## config.mk

```make
export PLATFORM = sky130hd
export DESIGN_NAME = slice_column_plotter
export DESIGN_NICKNAME = d
export VERILOG_FILES = /design/src/rtl/slice_pkg.sv /design/src/rtl/slice_bounds.sv /design/src/rtl/slice_column_plotter.sv
export SDC_FILE = /design/constraint.sdc
export NUM_CORES = 1
export LEC_CHECK = 0
export CAP_MARGIN = 30
export CELL_PAD_IN_SITES_DETAIL_PLACEMENT = 1
export CELL_PAD_IN_SITES_GLOBAL_PLACEMENT = 1
export CORE_ASPECT_RATIO = 0.9
export CORE_MARGIN = 3
export CORE_UTILIZATION = 41
export DETAILED_ROUTE_END_ITERATION = 10
export PLACE_DENSITY = 0.91
export SLEW_MARGIN = 20
export SYNTH_ARGS = -nofsm -noshare
export SYNTH_HDL_FRONTEND = slang
export SYNTH_SLANG_ARGS = --single-unit
```

## constraint.sdc

```tcl
create_clock -name clock -period 4 [get_ports clock]
set_clock_uncertainty 0.05 [all_clocks]
set_input_delay 0.8 -clock clock [delete_from_list [all_inputs] [get_ports clock]]
set_output_delay 0.8 -clock clock [all_outputs]
set_load 0.05 [all_outputs]
```

## src/rtl/slice_pkg.sv

```systemverilog
`default_nettype none
// ============================================================================
//  Module      : slice_pkg
//  Description : Shared constants for the raycast slice stages: screen size
//                defaults, default colours and the column-plotter state codes.
//                Conditional feature macro used by consumers: SLICE_SHADE_EN.
//  Revision    : 1.0  initial release
// ============================================================================
package slice_pkg;

    // Screen geometry defaults (160x120 VGA adapter resolution)
    localparam int c_screen_w_dflt = 160;
    localparam int c_screen_h_dflt = 120;

    // Default colours shared with the slice calculator and the top level
    localparam logic [2:0] c_ceil_colour  = 3'b001;
    localparam logic [2:0] c_floor_colour = 3'b010;
    localparam logic [2:0] c_shade_colour = 3'b000;
    localparam int         c_shade_thresh_dflt = 30;

    // Column plotter state encoding
    localparam int c_state_w = 2;
    typedef logic [c_state_w-1:0] state_t;

    localparam state_t c_st_idle   = 2'd0;
    localparam state_t c_st_setup  = 2'd1;
    localparam state_t c_st_draw   = 2'd2;
    localparam state_t c_st_finish = 2'd3;

endpackage : slice_pkg
`default_nettype wire

```

## src/rtl/slice_bounds.sv

```systemverilog
`default_nettype none
// ============================================================================
//  Module      : slice_bounds
//  Description : Purely combinational wall-band geometry for one column.
//                Clamps the projected height to the screen height and centres
//                the band on the middle row.
//  Ports       : i_height [7:0]  projected wall height (unsigned)
//                o_h      [7:0]  min(i_height, SCREEN_H)
//                o_top    [7:0]  first wall row (inclusive)
//                o_bot    [7:0]  last wall row + 1 (exclusive)
//  Revision    : 1.0  initial release
// ============================================================================
module slice_bounds
    import slice_pkg::*;
#(
    parameter int SCREEN_H = c_screen_h_dflt
) (
    input  logic [7:0] i_height,
    output logic [7:0] o_h,
    output logic [7:0] o_top,
    output logic [7:0] o_bot
);

    localparam logic [7:0] c_screen_h = 8'(SCREEN_H);
    localparam logic [7:0] c_half_h   = 8'(SCREEN_H / 2);

    logic [7:0] w_h;

    always_comb begin
        w_h = (i_height > c_screen_h) ? c_screen_h : i_height;
    end

    // With h clamped to SCREEN_H, h>>1 never exceeds SCREEN_H/2 and
    // top + h never exceeds SCREEN_H, so 8-bit arithmetic cannot wrap.
    assign o_h   = w_h;
    assign o_top = c_half_h - {1'b0, w_h[7:1]};
    assign o_bot = o_top + w_h;

endmodule : slice_bounds
`default_nettype wire

```

## src/rtl/slice_column_plotter.sv

```systemverilog
`default_nettype none
// ============================================================================
//  Module      : slice_column_plotter
//  Description : Streams one full screen column (ceiling / centred wall band /
//                floor) to the VGA adapter, one pixel per clock, with a
//                start/busy/done handshake. Sequence: IDLE -> SETUP (1 cycle)
//                -> DRAW (SCREEN_H cycles) -> FINISH (1 cycle, done) -> IDLE.
//                Optional macro SLICE_SHADE_EN: walls shorter than
//                SHADE_THRESH are drawn in SHADE_COLOUR.
//  Ports       : clock, reset (sync, active-high)
//                start, column[7:0], height[7:0], wall_colour[2:0]  request
//                x[7:0], y[6:0], colour[2:0], plot                  pixel out
//                busy, done                                         handshake
//  Revision    : 1.0  initial release
// ============================================================================
module slice_column_plotter
    import slice_pkg::*;
#(
    parameter int         SCREEN_W     = c_screen_w_dflt,
    parameter int         SCREEN_H     = c_screen_h_dflt,
    parameter logic [2:0] CEIL_COLOUR  = c_ceil_colour,
    parameter logic [2:0] FLOOR_COLOUR = c_floor_colour,
    parameter int         SHADE_THRESH = c_shade_thresh_dflt,
    parameter logic [2:0] SHADE_COLOUR = c_shade_colour
) (
    input  logic       clock,
    input  logic       reset,
    input  logic       start,
    input  logic [7:0] column,
    input  logic [7:0] height,
    input  logic [2:0] wall_colour,
    output logic [7:0] x,
    output logic [6:0] y,
    output logic [2:0] colour,
    output logic       plot,
    output logic       busy,
    output logic       done
);

    localparam logic [7:0] c_col_limit = 8'(SCREEN_W);
    localparam logic [6:0] c_last_row  = 7'(SCREEN_H - 1);

    state_t     r_state;
    logic [6:0] r_row;
    logic [7:0] r_col;
    logic [2:0] r_wall;
    logic [7:0] r_h;
    logic [7:0] r_top;
    logic [7:0] r_bot;

    logic [7:0] r_x;
    logic [6:0] r_y;
    logic [2:0] r_colour;
    logic       r_plot;
    logic       r_busy;
    logic       r_done;

    state_t     w_state_nxt;
    logic [6:0] w_row_nxt;
    logic [2:0] w_wall_eff;
    logic [2:0] w_pix_colour;
    logic [7:0] w_h;
    logic [7:0] w_top;
    logic [7:0] w_bot;

    // Geometry is taken from the incoming height and captured together with
    // the request, so SETUP only has to clear the row counter.
    slice_bounds #(
        .SCREEN_H (SCREEN_H)
    ) u_bounds (
        .i_height (height),
        .o_h      (w_h),
        .o_top    (w_top),
        .o_bot    (w_bot)
    );

    always_comb begin
        w_state_nxt = r_state;
        w_row_nxt   = r_row;
        case (r_state)
            c_st_idle: begin
                if (start) begin
                    w_state_nxt = c_st_setup;
                end
            end
            c_st_setup: begin
                w_row_nxt   = 7'd0;
                w_state_nxt = c_st_draw;
            end
            c_st_draw: begin
                if (r_row == c_last_row) begin
                    w_state_nxt = c_st_finish;
                end else begin
                    w_row_nxt = r_row + 7'd1;
                end
            end
            c_st_finish: begin
                w_state_nxt = c_st_idle;
            end
            default: begin
                w_state_nxt = c_st_idle;
            end
        endcase
    end

`ifdef SLICE_SHADE_EN
    always_comb begin
        w_wall_eff = (r_h < 8'(SHADE_THRESH)) ? SHADE_COLOUR : r_wall;
    end
`else
    logic w_unused_shade;
    assign w_unused_shade = ^{SHADE_COLOUR, 8'(SHADE_THRESH), r_h};

    always_comb begin
        w_wall_eff = r_wall;
    end
`endif

    // Colour of the row that will be on the outputs next cycle.
    always_comb begin
        if ({1'b0, w_row_nxt} < r_top) begin
            w_pix_colour = CEIL_COLOUR;
        end else if ({1'b0, w_row_nxt} < r_bot) begin
            w_pix_colour = w_wall_eff;
        end else begin
            w_pix_colour = FLOOR_COLOUR;
        end
    end

    // Output flops are loaded from next-state values so that they line up
    // with the state they describe while staying fully registered.
    always_ff @(posedge clock) begin
        if (reset) begin
            r_state  <= c_st_idle;
            r_row    <= 7'd0;
            r_col    <= 8'd0;
            r_wall   <= 3'd0;
            r_h      <= 8'd0;
            r_top    <= 8'd0;
            r_bot    <= 8'd0;
            r_x      <= 8'd0;
            r_y      <= 7'd0;
            r_colour <= 3'd0;
            r_plot   <= 1'b0;
            r_busy   <= 1'b0;
            r_done   <= 1'b0;
        end else begin
            r_state <= w_state_nxt;
            r_row   <= w_row_nxt;
            if ((r_state == c_st_idle) && start) begin
                r_col  <= column;
                r_wall <= wall_colour;
                r_h    <= w_h;
                r_top  <= w_top;
                r_bot  <= w_bot;
            end
            r_busy <= (w_state_nxt != c_st_idle);
            r_done <= (w_state_nxt == c_st_finish);
            // Off-screen columns keep identical timing but never strobe.
            r_plot <= (w_state_nxt == c_st_draw) && (r_col < c_col_limit);
            if (w_state_nxt == c_st_draw) begin
                r_x      <= r_col;
                r_y      <= w_row_nxt;
                r_colour <= w_pix_colour;
            end
        end
    end

    assign x      = r_x;
    assign y      = r_y;
    assign colour = r_colour;
    assign plot   = r_plot;
    assign busy   = r_busy;
    assign done   = r_done;

endmodule : slice_column_plotter
`default_nettype wire

```

==> out/metrics.sh <==
STATUS='finished clean'
DIE_HEIGHT_UM=90.2
SYNTH_WARNINGS=0
GATE_FAMILY_RESPONSIBLE_FOR_THE_MOST_DELAY_ALONG_THE_WORST_PATH='simple AND/OR/NAND/NOR gates'
MAX-CLOCK-PATH-BUFFERS=2
CRIT_CHAIN='clkdlybuf4s50_1, or3_2, a21oi_2, nand2_1, ha_1, and4bb_2, a221o_1, and3_4, o311ai_0, o211ai_1'
ARRIVAL_NS=3.72
WORST_PIN_SLEW_NS=0.826
SKEW_PAIR_LATE_INSERTION_DELAY_NS=0.35
P_SEQ_SHARE_PCT=39.5
GRT_OVERFLOW_TOTAL=0
GRT_START_MAX_NET_PINS=50
ROUTED_VIA_DENSITY=5.68
SLEW_HEADROOM_PCT=44.8
SYNTH_LARGEST_TYPE_AREA_FRACTION_PCT=35.3
TOTALWIRELENGTH_UM=9670
CELLINTERNALPOWER_W=0.00110
NUMBER_OF_BUFFERS_CREATED_BY_CTS=9
NATURE_OF_THE_CRITICAL_PATH_ENDPOINT='register'
FLOORPLAN.DIE.WIDTH_UM=99.6
SYN_NETS=436
MAX_STAGE_DELAY_NS=0.49
DETAIL_ROUTE.WL_PER_CELL_UM=18.2
CORE_AREA_SQ_UM=7580
VDD_IR_DROP_MAX_mV=0.280
CTS_HOLD_BUF=0
CRITICAL_PATH.N_BUFFERS_INVERTERS=1
FINAL_SETUP_VIOLATION_COUNT=0
CRITICAL_PATH_CELL_COUNT=10
FINALNONFILLERCELLS=531
FLOW.AREA_GROWTH_FROM_SYNTHESIS_PCT=20.0
CAP_VIOLATIONS=0
REQUIRED_TIME_AT_THE_ENDPOINT_OF_THE_CRITICAL_PATH_NS=4.16
POWER_SWITCHING_W=0.000487
FIN_CRIT_NS=3.56
FIN_TNS_SETUP_NS=0
TIMING.CRITICAL_PATH.SLOWEST_STAGE_CELL='or3_2'
CTS.REPAIR_TIMING.SETUP_BUFFER_COUNT=0
YOSYS.CELL_TYPES.COUNT=64
HOLD_VIOLATIONS=0
WORST_HOLD_PATH.NUM_CELLS=2
INITIAL_UTILIZATION_PCT=42.6
FINAL_ANTENNA_NET_COUNT=0
MET2ROUTEDLENGTH_UM=4990
YOSYS.CELL_COUNT.TOP_TYPE='dfxtp_1'
LEAKAGE_POWER_nW=1.54
DETAILROUTE.WIRELENGTH.MET3_UM=416
MULTI_INPUT_AREA_SQ_UM=1830
SYNTH_AREA_LEADERS='dfxtp_1 35%, ha_1 8.5%, nand2_1 6.4%'
FP-ROW-COUNT=30
CTS_RESIZED=0
SHARE_OF_FLIP_FLOPS_WITH_AN_ASYNCHRONOUS_SET_OR_RESET_PCT=0
POST_SYN_INSTANCES=392
PLACED_CELLS=514
PROPORTION_OF_LAYOUT_CELLS_WITH_A_DRIVE_SUFFIX_ABOVE_1_PCT=8.51
CELL_ACCOUNTING_FOR_THE_MOST_SYNTHESIZED_AREA='dfxtp_1'
WORST-PATH-MAX-FANOUT=10
SWITCHING_SHARE_PCT=30.7
COMBPWRFRAC_PCT=22.0
ROOT_BUFFER='clkbuf_8'
SYNTH_COMMONEST_CELLS='57 x dfxtp_1, 55 x nand2_1, 40 x a21oi_1'
SYNTH_SEQUENTIAL_AREA_RATIO_PCT=35.3
TRITONCTS_CLOCK_TREE='built'
CLKPWRFRAC_PCT=38.5
REG2REG_DEPTH=12
POWER.DENSITY_nW_PER_UM2=410
GRT_PASS1_WL_UM=16200
DRT-PASS1-ITER-COUNT=5
SYNTH_AREA_SQ_UM=3230
STARTPOINT_TYPE='input port'
FILLERINSTANCES=927
DESIGN.FINAL.NETS=474
GRT_UTIL_ALL_LAYERS_PCT=22.5
MAXUSEDROUTINGLAYER='met4'
ROUTABILITYCONGESTION=0.885
YS_FF_LATCH=57
DIE_AREA_SQ_UM=8980
DETAILED_PLACE_HPWL_UM=6480
WIRELENGTH_MET1_UM=4000
SYNTHFLOPTYPE='dfxtp_1'
CTS_MAX_LEVEL=3
TIMING.FINAL.MAX_SLEW_VIOLATIONS=0
CRITICALPATHCATEGORY='in2reg'
GRT_ANTENNA_BEFORE_REPAIR=0
SYNTH_EDF_COUNT=0
POST_CTS_CLOCK_SLEW_AT_THE_LAUNCH_AND_CAPTURE_REGISTERS_OF_THE_WORST_SETUP_AND_HOLD_PATHS_NS=0.07
AVGSYNTHCELLAREA_SQ_UM=8.24
IO-PIN-COUNT=43
DRC=0
HP-CLASS='reg2reg'
ACHIEVABLE-FREQUENCY_GHz=0.281
RSZ0062_AT_GRT='false'
PORT_BUF_INSERTS=42
DR_TOTAL_VIAS=3018
DETAILEDROUTE.FIRSTITERATIONVIOLATIONS=139
SEQ_AREA_SQ_UM=1140
FIRST_GLOBAL_VIAS=3234
FINAL_MIN_PERIOD_OVER_CLOCK_PERIOD_PCT=89.0
ANTENNA-DIODE-COUNT=0
CLOCK-SINKS=57
## power groups by stage
stage | combinational [W] | sequential, W | clock [W]
after global placement | 0.000321 | 0.000635 | 0
after global routing | 0.000386 | 0.000632 | 0.000642
after floorplan | 0.000212 | 0.000667 | 0
final | 0.000349 | 0.000628 | 0.000612
after CTS | 0.000346 | 0.000628 | 0.000619
after detailed placement | 0.000335 | 0.000638 | 0
## cells in the final DEF (no fill, tap or decap), types with 3 or more instances in the layout
master / netlist / routed
a21o_1: 6 / 6
mux2i_1: 11 / 11
and2_1: 8 / 8
a221o_1: 3 / 3
inv_1: 26 / 26
xor2_1: 3 / 3
and3_1: 7 / 7
o21ai_0: 16 / 16
a211oi_1: 9 / 9
nor2_1: 34 / 34
ha_1: 22 / 22
dfxtp_1: 57 / 57
nand2_1: 55 / 55
nor4_1: 3 / 3
clkbuf_8: 5 / 10
nor2b_1: 5 / 5
nand3_1: 10 / 10
or2_2: 4 / 4
a31oi_1: 4 / 4
clkdlybuf4s50_1: 0 / 41
a21oi_1: 40 / 40
nor3_1: 3 / 3
buf_4: 1 / 5
## cell type report
cell class | count | share of cell area, %
multi-input combinational | 288 | 47.3
sequential | 57 | 29.4
timing repair buffer | 48 | 12.0
clock buffer | 11 | 3.65
tap | 96 | 3.10
inverter | 26 | 2.52
clock inverter | 5 | 2.03
## stage by stage
stage | hold WS, ns | setup slack (ns) | power [W] | utilization, % | instance area (sq um)
final | 0.403 | 0.438 | 0.00159 | 51.1 | 3870
after global routing | 0.422 | 0.223 | 0.00166 | 51.1 | 3870
after CTS | 0.408 | 0.456 | 0.00159 | 51.0 | 3860
after detailed placement | 0.399 | 0.131 | 0.000973 | 48.1 | 3640
after global placement | 0.392 | 0.252 | 0.000956 | 48.1 | 3640
after floorplan | 0.379 | 0.798 | 0.000879 | - | 3230
## worst reg2reg max path, stage by stage (launching register included)
cell	delay [ns]
dfxtp_1	0.43
ha_1	0.26
nand3_1	0.20
nor2_1	0.23
o21ai_0	0.12
a21oi_1	0.32
inv_1	0.14
ha_1	0.32
and3_1	0.20
a221oi_1	0.30
a21oi_1	0.22
or2_2	0.33
a41o_1	0.21
## sequential cells by signal, indices dropped and copies added, names as in the netlist
signal and cells:
y 7, r_bot 8, r_state 2, x 8, busy 1, r_row 7, r_top 8, r_col 8
done 1, r_wall 3, colour 3, plot 1
## logic make-up after synthesis
| group | count (synthesis) | share of synthesized area (%) |
|---|---|---|
| buf+inv | 47 | 7.94 |
| compound gates | 108 | 22.5 |
| xor+xnor | 4 | 1.09 |
| mux | 11 | 3.41 |
| fa+ha+maj | 22 | 8.52 |
| simple gates | 143 | 21.2 |
| flops | 57 | 35.3 |
## final timing paths
kind | start | to | slack (ns)
worst min register to register | r_top[5] | r_top[5] | 0.40
worst max-delay path | height[1] | r_bot[6] | 0.44
worst max register to register | r_row[0] | colour[2] | 0.57
worst min-delay path | r_top[5] | r_top[5] | 0.40
## layer usage
layer  vias to the layer above  global-route usage [%]
li1                       1454                       -
met1                      1457                    26.3
met2                        78                    39.9
met3                        29                    4.65
met4                         0                    8.42
met5                         -                       0
Power figures use the tool's default switching activity.
